<file path="src/rtl/stream_demux.sv">
// Registered 1-to-N packet demultiplexer with a one-entry holding slot per output.
// Destination is captured on the first beat of a packet and held until the last beat.
//
//   state | meaning
//   IDLE  | between packets; next accepted beat is a first beat, routed by in_sel
//   PKT   | packet open, beats routed to locked dest
//   DROP  | packet open with invalid select, beats consumed and discarded
module stream_demux #(
   parameter int WIDTH = 8,
   parameter int N_OUT = 2,
   localparam int SEL_W = $clog2(N_OUT)
) (
   input  logic                   clk,
   input  logic                   rst_n,
   input  logic                   in_valid,
   output logic                   in_ready,
   input  logic [WIDTH-1:0]       in_data,
   input  logic [SEL_W-1:0]       in_sel,
   input  logic                   in_last,
   output logic [N_OUT-1:0]       out_valid,
   input  logic [N_OUT-1:0]       out_ready,
   output logic [N_OUT*WIDTH-1:0] out_data,
   output logic [N_OUT-1:0]       out_last,
   output logic                   busy,
   output logic                   err_sel
);

   typedef enum logic [1:0] {IDLE, PKT, DROP} state_t;

   state_t           state, state_nxt;
   logic [SEL_W-1:0] dest;
   logic [SEL_W-1:0] tgt;
   logic             sel_ok;
   logic             tgt_ok;
   logic             tgt_free;
   logic             accept;
   logic [N_OUT-1:0] load;

   always_comb begin
      // one extra bit keeps the range check meaningful when N_OUT is a power of two
      sel_ok   = ({1'b0, in_sel} < (SEL_W+1)'(N_OUT));
      tgt      = (state == IDLE) ? in_sel : dest;
      tgt_ok   = (state == PKT) || ((state == IDLE) && sel_ok);
      tgt_free = 1'b0;
      for (int k = 0; k < N_OUT; k++) begin
         if (tgt == SEL_W'(k))
            tgt_free = !out_valid[k] || out_ready[k];
      end
      in_ready = tgt_ok ? tgt_free : 1'b1;
      accept   = in_valid && in_ready;
      load     = '0;
      for (int k = 0; k < N_OUT; k++) begin
         load[k] = accept && tgt_ok && (tgt == SEL_W'(k));
      end

      state_nxt = state;
      case (state)
         IDLE:     if (accept && !in_last) state_nxt = sel_ok ? PKT : DROP;
         PKT,
         DROP:     if (accept && in_last)  state_nxt = IDLE;
         default:  state_nxt = IDLE;
      endcase
   end

   always_ff @(posedge clk or negedge rst_n) begin
      if (!rst_n) begin
         state   <= IDLE;
         dest    <= '0;
         err_sel <= 1'b0;
      end else begin
         state   <= state_nxt;
         err_sel <= accept && (state == IDLE) && !sel_ok;
         if (accept && (state == IDLE) && sel_ok && !in_last)
            dest <= in_sel;
      end
   end

   always_ff @(posedge clk or negedge rst_n) begin
      if (!rst_n) begin
         out_valid <= '0;
         out_data  <= '0;
         out_last  <= '0;
      end else begin
         for (int k = 0; k < N_OUT; k++) begin
            if (load[k]) begin
               out_valid[k]                <= 1'b1;
               out_data[k*WIDTH +: WIDTH]  <= in_data;
               out_last[k]                 <= in_last;
            end else if (out_ready[k]) begin
               out_valid[k] <= 1'b0;
            end
         end
      end
   end

   assign busy = (state != IDLE);

endmodule
</file>
<file path="config.mk">
export PLATFORM = sky130hd
export DESIGN_NAME = stream_demux
export DESIGN_NICKNAME = d
export VERILOG_FILES = /design/src/rtl/stream_demux.sv
export SDC_FILE = /design/constraint.sdc
export NUM_CORES = 1
export LEC_CHECK = 0
export CAP_MARGIN = 20
export CORE_MARGIN = 1
export CORE_UTILIZATION = 37
export CTS_CLUSTER_SIZE = 40
export DETAILED_ROUTE_END_ITERATION = 12
export PLACE_DENSITY = 0.81
export SYNTH_ARGS = -nofsm -noshare
export SYNTH_HDL_FRONTEND = slang
export SYNTH_SLANG_ARGS = --single-unit
</file>
<file path="constraint.sdc">
create_clock -name clk -period 1.6 [get_ports clk]
set_input_delay 0.32 -clock clk [delete_from_list [all_inputs] [get_ports clk]]
set_output_delay 0.32 -clock clk [all_outputs]
set_load 0.005 [all_outputs]
</file>
# After elaboration in Yosys (flattened, before gate mapping)
# Index checks and enable logic that the tools add are counted.
[totals]
reg_bits = 23
input_bits = 15
out_inout_bits = 23
elab_cells = 43
[op_classes]
eq_ne = 4
n_mux = 10
bitwise_logic = 1
n_reduce_logical = 20
[ops]
columns = ["op", "count"]
rows = [
  ["1-bit logical AND", 8],
  ["1-bit 2-to-1 mux", 7],
  ["2-bit nonzero test", 3],
  ["2-bit 2-to-1 mux", 2],
  ["2-bit one-hot mux with 2 select lines", 1],
  ["1-bit logical NOT", 3],
  ["1-bit logical OR", 3],
  ["2-bit by 1-bit equality test with 1-bit output, second input constant", 1],
  ["2-bit equality test, second input constant", 1],
  ["2-bit logical NOT", 1],
  ["2-bit by 1-bit != test with 1-bit output, second input constant", 1],
  ["2-bit != test, second input constant", 1],
  ["2-bit AND reduction", 1],
  ["2-bit OR reduction", 1],
  ["1-bit NOT", 1],
]

# Depth between registers and ports, before layout
[depth]
word_depth = 8
depth_mapped = 5
ltp_nobuf = 4

# Worst setup path after synthesis
# Ideal clock, no wire load.
[synth_path]
path_type = "register -> register"
startpoint = "register state[0]"
endpoint = "register dest"
setup_time_ps = 128
arrival_time_ps = 1365
required_ps = 1472
path_slack_ps = 108
stages_incl_launch_ff = 5
path_buffers = 0
synth_period_minus_slack_ps = 1492
cell_sequence = "dfrtp_1 mux2i_1 nand3_2 a211oi_2 mux2_1"
[synth_via]
elab_chain_cells = 7
word_cells_on_any_way = 9
classes_between = "eq/ne: 1; mux: 3; reduce/logical: 5"
[synth_lines]
columns = ["item", "line_no", "text"]
rows = [
  ["start: declaration", "30", "state_t state, state_nxt;"],
  ["start signal: assignment", "71", "state <= state_nxt;"],
  ["2-bit logical NOT", "42, 43, 73", ""],
  ["1-bit 2-to-1 mux", "42", "tgt = (state == IDLE) ? in_sel : dest;"],
  ["1-bit 2-to-1 mux", "46", "if (tgt == SEL_W'(k))"],
  ["1-bit 2-to-1 mux", "49", "in_ready = tgt_ok ? tgt_free : 1'b1;"],
  ["1-bit logical AND", "50", "accept = in_valid && in_ready;"],
  ["1-bit logical AND * (2 in series)", "73", "if (accept && (state == IDLE) && sel_ok && !in_last)"],
  ["end signal: assignment", "74", "dest <= in_sel;"],
  ["end: declaration", "31", "logic [SEL_W-1:0] dest;"],
]
# Every way passes the cells marked *; elsewhere a longest branch is shown, timed or not.
# A chain may end at the register's enable or synchronous reset.

# Worst setup path after layout
[layout_path]
startpoint = "register state[0]"
endpoint = "output port in_ready"
[layout_via]
elab_chain_cells = 4
word_cells_on_any_way = 6
classes_between = "eq/ne: 1; mux: 3; reduce/logical: 2"
[layout_lines]
columns = ["item", "line_no", "text"]
rows = [
  ["2-bit logical NOT", "42, 43", ""],
  ["1-bit 2-to-1 mux", "42", ""],
  ["1-bit 2-to-1 mux", "46", ""],
  ["1-bit 2-to-1 mux *", "49", ""],
  ["end: declaration", "16", "output logic in_ready,"],
]
# Marks and branches as above.

==> results by group <==
Run status
  • Outcome: finished, violations left
  • Failing checks: setup timing

Final layout
  • Register area: between 500 and 600 sq um
  • Diode count: 0
  • Final core utilization: roughly two thirds
  • P&R area growth vs syn: 67.20%
  • Share of layout cells above drive strength 1: about two fifths
  • Multi-input logic area: 409.1 sq um
  • Layout net count: between 100 and 150
  • Fill cells: 163

STA
  • Fin crit share: 107.7%
  • Post-layout min period: ~1700 ps
  • Final setup fails: 12
  • Clock Skew: about 9.9 ps
  • Setup ws final: -123.8 ps
  • Fmax: slightly below 600 MHz
  • Pins Over Slew Limit: 0
  • Hold Fails Final Rpt: 0
  • Unrepaired setup endpoints after global routing: true

Drt
  • Iter 0 DRT Violations: 2
  • DR pass1 iterations: 2
  • DRC viols: 0
  • Final WL: 2.078 mm
  • WL per Instance: around 16 microns
  • Vias: a little over 600
  • Vias/cell: approximately 4.7
  • DRT antenna net count: 0

Floorplan
  • Core ar.: roughly 0.0023 sq mm
  • Die W: between 50 and 60 microns
  • Initial core utilization: about two fifths
  • Die Ht: between 50 and 60 microns
  • DIE AREA: about 0.0027 sq mm
  • IO Pins: 38
  • Row cnt: 17

Clock tree
  • Sink Count: 22
  • CTS Buf Count: 3
  • Clock insertion delay at the later pin of the skew report: 300 ps
  • # H-tree levels: 1
  • Cts hold-fix bufs: 0
  • CTS Buffer Depth: 2
  • Clk slew on worst S/H paths: 130 ps
  • CTS tree: done
  • CTS root buf: clkbuf_4

Global route
  • First-pass GRT wire length: slightly above 3 mm
  • GRT Total Usage: approximately 16%
  • Grt ovf: 0
  • Number of global-route vias before repair: 665
  • Initial antenna violation count: 0
  • Largest net degree at the start of global routing: 23

Logic synthesis
  • Main flop type after synthesis: dfrtp_1
  • Sequential area share after synthesis: 58.90%
  • Post-synth ARST share: 100.0%
  • Main area contributors after synthesis: dfrtp_1, mux2_2, mux2_4, mux2i_1, nand3b_4
  • Synthesized instance count: between 50 and 60
  • Synth Register Bits: 22
  • Syn avg cell area: around 16 sq um
  • Yosys top cell area share: about three fifths
  • Net count after synthesis: 72
  • EDFF count, synth: 0
  • Top-count cell post-synth: dfrtp_1
  • Syn Std Cell Area: ~930 sq um
  • Post-synth cell types: 16
  • Yosys warning total: 0
  • Cell taking the most area after synthesis: dfrtp_1
  • Post-synth top cells: dfrtp_1, mux2_2, mux2_4, nand2_1, mux2i_1

Min path
  • Hold WC Path Type: in -> async

Placement
  • Final Wtd Congestion: approximately 0.65
  • Port Buffer Count: 36
  • Dpl hpwl: 1.285 mm

Power and ir drop
  • Worst vdd ir: between 0.9 and 1 mV
  • P_leak: approximately 0.75 nW
  • Post-route total power: 0.003012 W
  • Power Density: 1927 mW/mm^2

Setup path
  • Crit start category: flop
  • Worst R2R Path Depth: 5
  • Data arrival, critical path: around 1400 ps
  • Worst setup EP type: primary output
  • Reg2reg setup slack: -60 ps
  • Setup CP Type: reg -> out
  • Reg-to-Reg Start: state[0]$_DFFE_PN0P_
  • Worst flop-to-flop path endpoint: dest$_DFFE_PN0P_
  • Critical path required time: between 1000 and 1500 ps
  • Worst-path fanout max: 2

Run
  • Total of max-cap violations: 0
==> through the flow <==
| stage | setup TNS [ps] | cells | setup WS (ps) | cell area, sq um | hold WS (ps) |
|---|---|---|---|---|---|
| 2_1_floorplan | 0 | 57 | 107.8 | 934.6 | 24.41 |
| 3_3_place_gp | -4854 | 125 | -419.6 | 1349 | 476.4 |
| 3_5_place_dp | -5835 | 125 | -445.3 | 1349 | 484.9 |
| 4_1_cts | -449.0 | 130 | -127.6 | 1438 | 353.8 |
| 5_1_grt | -1277 | 132 | -196.5 | 1563 | 335.7 |
| 6_report | -489.8 | 132 | -123.8 | 1563 | 350.6 |
==> cells by family after synthesis <==
| kind of cell | Yosys count | synth area share [%] |
|---|---|---|
| compound gates | 1 | 1.338 |
| buf+inv | 4 | 4.015 |
| flops | 22 | 58.90 |
| mux | 22 | 29.45 |
| other cells | 1 | 0.4012 |
| simple gates | 7 | 5.891 |
==> registers in the layout, summed over array words and instances (netlist names) <==
signal     count
out_valid      2
out_last       2
state          1
dest           1
out_data      16
==> critical path, stage by stage (launching register included) <==
cell,delay [ps]
dfrtp_1,400
mux2i_2,270
mux2_4,330
buf_6,110
==> placed cells by master (no fill, tap or decap), drive strengths merged <==
cell type / n
a211oi: 1
buf: 9
bufinv: 1
clkbuf: 5
clkdlybuf4s50: 34
conb: 1
dfrtp: 22
dlymetal6s2s: 1
inv: 1
mux2: 20
mux2i: 2
nand2: 3
nand2b: 1
nand3: 1
nand3b: 1
or2b: 1
==> report_power, final <==
part | internal (W) | total (W) | switching, W
registers | 0.000835 | 0.000994 | 0.000159
logic | 0.00114 | 0.00160 | 0.000460
clock network | 0.000253 | 0.000416 | 0.000163
==> final cells by class <==
| class | instances | area share [%] |
|---|---|---|
| Multi-Input combinational cell | 31 | 26.18 |
| Inverter | 1 | 0.2402 |
| Tap cell | 28 | 2.242 |
| Timing Repair Buffer | 46 | 32.75 |
| Clock buffer | 3 | 1.441 |
| Sequential cell | 22 | 35.23 |
| Clock inverter | 1 | 1.922 |
==> what timing repair did <==
item,in CTS,in global routing
gates resized for setup,12,15
pin swaps,1,2
buffers inserted,1,1
gates cloned,0,2
endpoints found under the setup margin,7,22
==> routing by layer <==
metal | up-vias | global-route usage (%) | wire length [microns]
met5 | - | 0 | 0
met1 | 310 | 20.44 | 918
li1 | 286 | - | -
met2 | 22 | 26.28 | 1031
met3 | 2 | 2.899 | 117
met4 | 0 | 5.263 | 10
==> worst max-delay path by stage <==
stage / start / endpoint / slack (ps) / cells past startpoint
after floorplan: state[0]$_DFFE_PN0P_ / dest$_DFFE_PN0P_ / 110 / 4
final: state[0]$_DFFE_PN0P_ / in_ready / -120 / 3
after global placement: in_sel / in_ready / -420 / 4
after detailed placement: in_sel / in_ready / -450 / 4
after global routing: state[0]$_DFFE_PN0P_ / in_ready / -200 / 3
after CTS: state[0]$_DFFE_PN0P_ / in_ready / -130 / 3
(Power assumes the default switching activity.)
